**src/rtl/life_pkg.sv**
```systemverilog
// Shared constants and types for the game-of-life cell datapath.
// Imported by the 8-to-3 scanner, its bus interface and the priority encoder.
package life_pkg;

    localparam int CELLS = 8;
    localparam int IDX_W = 3;

    typedef enum logic {
        IDLE = 1'b0,
        SCAN = 1'b1
    } scan_state_t;

endpackage

```
**src/rtl/encoder_8_to_3_scanner_if.sv**
```systemverilog
// Request/index bus of the 8-to-3 scanner: the vector load side and the index emit side.
// The slave modport is the scanner's view, and the master modport is the view of its neighbours.
interface encoder_8_to_3_scanner_if;
    import life_pkg::*;

    logic             in_valid;
    logic [CELLS-1:0] in;
    logic             in_ready;
    logic [IDX_W-1:0] out;
    logic             out_valid;
    logic             out_ready;
    logic             out_last;
    logic [3:0]       count;

    modport slave (
        input  in_valid,
        input  in,
        output in_ready,
        output out,
        output out_valid,
        input  out_ready,
        output out_last,
        output count
    );

    modport master (
        output in_valid,
        output in,
        input  in_ready,
        input  out,
        input  out_valid,
        output out_ready,
        input  out_last,
        input  count
    );

endinterface

```
**src/rtl/priority_encoder_8_to_3.sv**
```systemverilog
// Combinational priority encoder: returns the index of the first set bit of vec,
// along with flags that report whether any bit is set and whether exactly one bit is set.
module priority_encoder_8_to_3
    import life_pkg::*;
#(
    parameter bit MSB_FIRST = 1'b1
) (
    input  logic [CELLS-1:0] vec,
    output logic [IDX_W-1:0] idx,
    output logic             any,
    output logic             onehot
);

    // NOTE: idx gets a default before the loops so that every path assigns it and no latch is inferred.
    always_comb begin
        idx = '0;
        if (MSB_FIRST) begin
            for (int i = 0; i < CELLS; i++)
                if (vec[i]) idx = IDX_W'(i);
        end else begin
            for (int i = CELLS - 1; i >= 0; i--)
                if (vec[i]) idx = IDX_W'(i);
        end
    end

    assign any = |vec;
    // Clearing the lowest set bit leaves zero only when a single bit was set.
    assign onehot = any && ((vec & (vec - CELLS'(1))) == '0);

endmodule

```
**src/rtl/encoder_8_to_3_scanner.sv**
```systemverilog
// Sequential 8-to-3 encoder: loads an 8-bit request vector, then emits the index of each set bit
// in turn, one per handshake, in a fixed priority order.
module encoder_8_to_3_scanner
    import life_pkg::*;
#(
    parameter bit MSB_FIRST = 1'b1
) (
    input  logic                     clk,
    input  logic                     rst_n,
    input  logic                     ena,
    encoder_8_to_3_scanner_if.slave  bus
);

    scan_state_t      state;
    logic [CELLS-1:0] pending;
    logic [3:0]       count_q;

    logic [IDX_W-1:0] idx;
    logic             any;
    logic             onehot;
    logic             accept;
    logic [CELLS-1:0] pending_cleared;

    priority_encoder_8_to_3 #(.MSB_FIRST(MSB_FIRST)) u_prio (
        .vec    (pending),
        .idx    (idx),
        .any    (any),
        .onehot (onehot)
    );

    assign bus.in_ready  = ena && (state == IDLE);
    assign bus.out_valid = ena && (state == SCAN);
    assign bus.out       = (state == SCAN && any) ? idx : '0;
    assign bus.out_last  = bus.out_valid && onehot;
    assign bus.count     = count_q;

    assign accept          = bus.out_valid && bus.out_ready;
    assign pending_cleared = pending & ~(CELLS'(1) << idx);

    // NOTE: sequential state is updated with non-blocking assignments only, so every register samples pre-edge values.
    always_ff @(posedge clk or negedge rst_n) begin
        if (!rst_n) begin
            state   <= IDLE;
            pending <= '0;
            count_q <= '0;
        end else if (ena) begin
            case (state)
                IDLE: begin
                    if (bus.in_valid) begin
                        pending <= bus.in;
                        count_q <= '0;
                        if (bus.in != '0) state <= SCAN;
                    end
                end
                SCAN: begin
                    if (accept) begin
                        pending <= pending_cleared;
                        count_q <= count_q + 4'd1;
                        if (onehot) state <= IDLE;
                    end
                end
                default: state <= IDLE;
            endcase
        end
    end

endmodule
```
**src/flat_wrapper.sv**
```systemverilog
// flat-port wrapper written by rule: the top's interface ports become plain ports
module encoder_8_to_3_scanner_flat import life_pkg::*;
#(
    parameter bit MSB_FIRST = 1'b1
)
  (clk, rst_n, ena, bus_in_valid, bus_in, bus_in_ready, bus_out, bus_out_valid, bus_out_ready, bus_out_last, bus_count);
  encoder_8_to_3_scanner_if bus_i ();
  input  logic clk;
  input  logic rst_n;
  input  logic ena;
  input wire logic [$bits(bus_i.in_valid)-1:0] bus_in_valid;
  input wire logic [$bits(bus_i.in)-1:0] bus_in;
  output wire logic [$bits(bus_i.in_ready)-1:0] bus_in_ready;
  output wire logic [$bits(bus_i.out)-1:0] bus_out;
  output wire logic [$bits(bus_i.out_valid)-1:0] bus_out_valid;
  input wire logic [$bits(bus_i.out_ready)-1:0] bus_out_ready;
  output wire logic [$bits(bus_i.out_last)-1:0] bus_out_last;
  output wire logic [$bits(bus_i.count)-1:0] bus_count;
  assign bus_i.in_valid = bus_in_valid;
  assign bus_i.in = bus_in;
  assign bus_in_ready = bus_i.in_ready;
  assign bus_out = bus_i.out;
  assign bus_out_valid = bus_i.out_valid;
  assign bus_i.out_ready = bus_out_ready;
  assign bus_out_last = bus_i.out_last;
  assign bus_count = bus_i.count;
  encoder_8_to_3_scanner #(.MSB_FIRST(MSB_FIRST)) u_core (.clk(clk), .rst_n(rst_n), .ena(ena), .bus(bus_i));
endmodule
```
**config.mk**
```make
export PLATFORM = sky130hd
export DESIGN_NAME = encoder_8_to_3_scanner_flat
export DESIGN_NICKNAME = d
export VERILOG_FILES = /design/src/rtl/life_pkg.sv /design/src/rtl/encoder_8_to_3_scanner_if.sv /design/src/rtl/priority_encoder_8_to_3.sv /design/src/rtl/encoder_8_to_3_scanner.sv /design/src/flat_wrapper.sv
export SDC_FILE = /design/constraint.sdc
export NUM_CORES = 1
export LEC_CHECK = 0
export CAP_MARGIN = 20
export CORE_UTILIZATION = 42
export DETAILED_ROUTE_END_ITERATION = 10
export PLACE_DENSITY = 0.81
export SYNTH_ARGS = -nofsm -noshare
export SYNTH_HDL_FRONTEND = slang
export SYNTH_HIERARCHICAL = 1
export SYNTH_SLANG_ARGS = --single-unit
export TNS_END_PERCENT = 50
```
**constraint.sdc**
```tcl
create_clock -name clk -period 1.5 [get_ports clk]
set_clock_uncertainty 0.2 [all_clocks]
set_input_delay 0.3 -clock clk [delete_from_list [all_inputs] [get_ports clk]]
set_output_delay 0.3 -clock clk [all_outputs]
set_load 0.02 [all_outputs]
```
==> summary.md <==
| Metric | Value |
|---|---|
| Critical path, cell by cell | nor4b_1 -> o21ai_1 -> nand3_1 -> and3_4 -> buf_6 |
| HP Class | input pin to async pin |
| Initial antenna violation count | 0 |
| Cts hold-fix bufs | 0 |
| Via-per-instance ratio | 6.99 |
| Final hold violations | 0 |
| IO Pins | 23 |
| Clk pwr share | about 5.5% |
| Syn_nets | between 100 and 150 |
| Sink Count | 13 |
| Slew @ Worst Pin | 485 ps |
| CP Launch Point | u_core/pending[5]$_DFFE_PN0P_ |
| Vias in the first global route | 1,055 |
| Antenna cells | 0 |
| CP arrival | roughly 2100 ps |
| CTS tree | yes |
| Pin count of the biggest net entering global routing | 14 |
| Critical path peak fanout | 7 |
| Slowest-stage cell, CP | dfrtp_2 |
| Slew margin rel. | between 60% and 70% |
| Sw Ratio | a little under 50% |
| Die area | between 0.002 and 0.0025 sq mm |
| Worst vdd ir | approximately 0.0018 V |
| Clk_lat worst skew | 270 ps |
| Synth area leaders | dfrtp_1, a21oi_1, nor2_1 |
| DRC Markers | 0 |
| Setup TNS | -7370 ps |
| Sequential Power Share | between 10% and 20% |
| Post-route ant nets | 0 |
| R2r worst-path depth | 5 |
| EDFF count, synth | 0 |
| GRT overflow | 0 |
| Routed wire length per instance | 26.0 um |
| RSZ-0062 raised after global routing | yes |
| Mapped Avg Cell Area | about 8.5 sq um |
| Port-buffer cells | 22 |
| Worst-path clk slew | around 90 ps |
| Yosys top cell area share | 38.5% |
| Worst Setup Start Kind | flop |
| Fmax | 390 MHz |
| Reg2Reg Launch Point | u_core/pending[5]$_DFFE_PN0P_ |
| Die Height | about 47 um |
| Synthesized cell area | around 850 sq um |
| Total GRT Usage | a little over 30% |
| Via count | 1,259 |
| Routed wire length | between 4 and 5 mm |
| Crit Path Class | flop to primary output |
| Register bit total from synthesis | 13 |
| Tcrit/Tclk final | 171% |
| Post-synth ARST share | between 90% and 100% |
| Sequential area share after synthesis | about two fifths |
| Placer Congestion | around 0.80 |
| # nets final | 170 |
| Clock tree buffer depth | 2 |
| Critical Path RT | 1000 ps |
| Initial Utilization | a little under half |
| Num CTS Buffers | 3 |
| Sw Pwr | ~2100 uW |
| Slack of the critical path | -1060 ps |
| Global-route wire length before repair | between 4 and 5 mm |
| First-pass DRT Iterations | 4 |
| Area growth from synthesis to layout | 102% |
| Pint | between 2000 and 2500 uW |
| Yosys warnings | 6 |
| Yosys cell types | 31 |
| Gate Count Post-Synth | 99 |
| Crit end category | primary output |
| Total power draw | 4200 uW |
| Core ar. | about 0.0018 sq mm |
| Top-count cell post-synth | dfrtp_1 |
| Setup violators final | 19 |
| CP Depth | 5 |
| Clock root buffer | clkbuf_4 |
| Setup WS pre-CTS | -867 ps |
| Max-slew violation count | 0 |
| Rows | 15 |
| Post-DP HPWL | ~1.9 mm |
| CP top delay family | simple AND/OR/NAND/NOR gates |
| Setup crit end | bus_out_last |
| Die X | 46.9 um |
| Leak | between 0.0007 and 0.0008 uW |
| Worst r2r dst | u_core/state$_DFFE_PN0P_ |
| Failing checks | negative setup slack |
| R2R Setup Slk | -610 ps |
| Post-synth top cells | dfrtp_1, nor2_1, a21oi_1, nand2_1, o22ai_1 |
| Synth Flop Type | dfrtp_1 |
| H-tree levels | 1 |
| Max-cap viol count | 0 |
| Logic gate share of total power | 75.3% |
| Minimum clock period | roughly 2600 ps |
| Largest area contributor in the netlist | dfrtp_1 |
| CP peak stage delay | a little over 500 ps |
| Fraction of layout cells with a size suffix above 1 | about three fifths |
| DRT iter0 DRCs | 55 |
| Pwr dens | 2460 mW/mm^2 |
| Buf+Inv Stages, Crit Path | 1 |
| Status | complete, but fails checks |
==> state kept, by name, indices dropped and copies added, names as in the netlist <==
register          flops
u_core/pending        8
u_core/bus.count      4
u_core/state          1
==> timing repair <==
action                                 in CTS  in global routing
cloned                                      0                  0
resized for setup                          73                 43
endpoints found under the hold margin       0                  0
pin swaps                                  16                 18
setup endpoints to repair                  20                 21
setup buffers                               4                  4
==> metrics by stage <==
| step | hold slack [ps] | cells | utilization [%] | area [sq um] |
|---|---|---|---|---|
| CTS | 118 | 179 | 84.0 | 1510 |
| global route | 136 | 180 | 94.7 | 1710 |
| finish | 131 | 180 | 94.7 | 1710 |
| floorplan | -196 | 99 | - | 865 |
| global placement | 350 | 171 | 72.7 | 1310 |
| detailed placement | 356 | 171 | 72.7 | 1310 |
==> worst min path at each step <==
stage                                          startpoint                               to  slack (ps)  cells past startpoint
after CTS                                           rst_n  u_core/bus.count[1]$_DFFE_PN0P_         120                      2
after global placement    u_core/bus.count[3]$_DFFE_PN0P_  u_core/bus.count[3]$_DFFE_PN0P_         350                      2
after floorplan                                     rst_n  u_core/bus.count[0]$_DFFE_PN0P_        -200                      0
after global routing                                rst_n  u_core/bus.count[0]$_DFFE_PN0P_         140                      2
final                                               rst_n  u_core/bus.count[3]$_DFFE_PN0P_         130                      2
after detailed placement  u_core/bus.count[3]$_DFFE_PN0P_  u_core/bus.count[3]$_DFFE_PN0P_         360                      2
==> cell families (layout without fill, tap and decap cells) <==
| group | Yosys count | count (layout) | share of synthesized area (%) |
|---|---|---|---|
| flops | 13 | 13 | 38.5 |
| xor+xnor | 1 | 1 | 1.04 |
| compound gates | 28 | 28 | 20.1 |
| simple gates | 48 | 48 | 32.8 |
| fa+ha+maj | 1 | 1 | 1.48 |
| mux | 2 | 2 | 2.37 |
| buf+inv | 6 | 62 | 3.70 |
==> power groups by stage <==
stage | logic, uW | clock network, uW | registers [uW]
final | 3170 | 232 | 805
after global routing | 3270 | 247 | 808
after detailed placement | 1810 | 0 | 716
after CTS | 2300 | 218 | 741
after global placement | 1760 | 0 | 699
after floorplan | 870 | 0 | 786
==> cells in the final DEF (no fill, tap or decap), drive strengths merged, types with 5 or more instances in the layout <==
master         Yosys  layout
buf                3      40
dfrtp             13      13
nor2              12      12
clkdlybuf4s50      0      11
a21oi             10      10
nand2              7       7
o21ai              6       6
o22ai              6       6
nand2b             5       5
==> final cells by class <==
cell class / count / area [sq um]
clock buffer: 4 / 26.3
fill: 44 / 96.3
inverter: 2 / 7.51
multi-input combinational: 80 / 791
sequential: 13 / 332
tap: 25 / 31.3
timing repair buffer: 56 / 518
==> routing by layer <==
metal / track usage, % / vias up / share of wire, %
met5: 0 / - / 0
met4: 10.3 / 0 / 9.7
met3: 3.46 / 56 / 11
met2: 59.7 / 135 / 46
met1: 34.5 / 582 / 34
li1: - / 486 / -
Note: power is estimated with default switching activity, not from simulation.
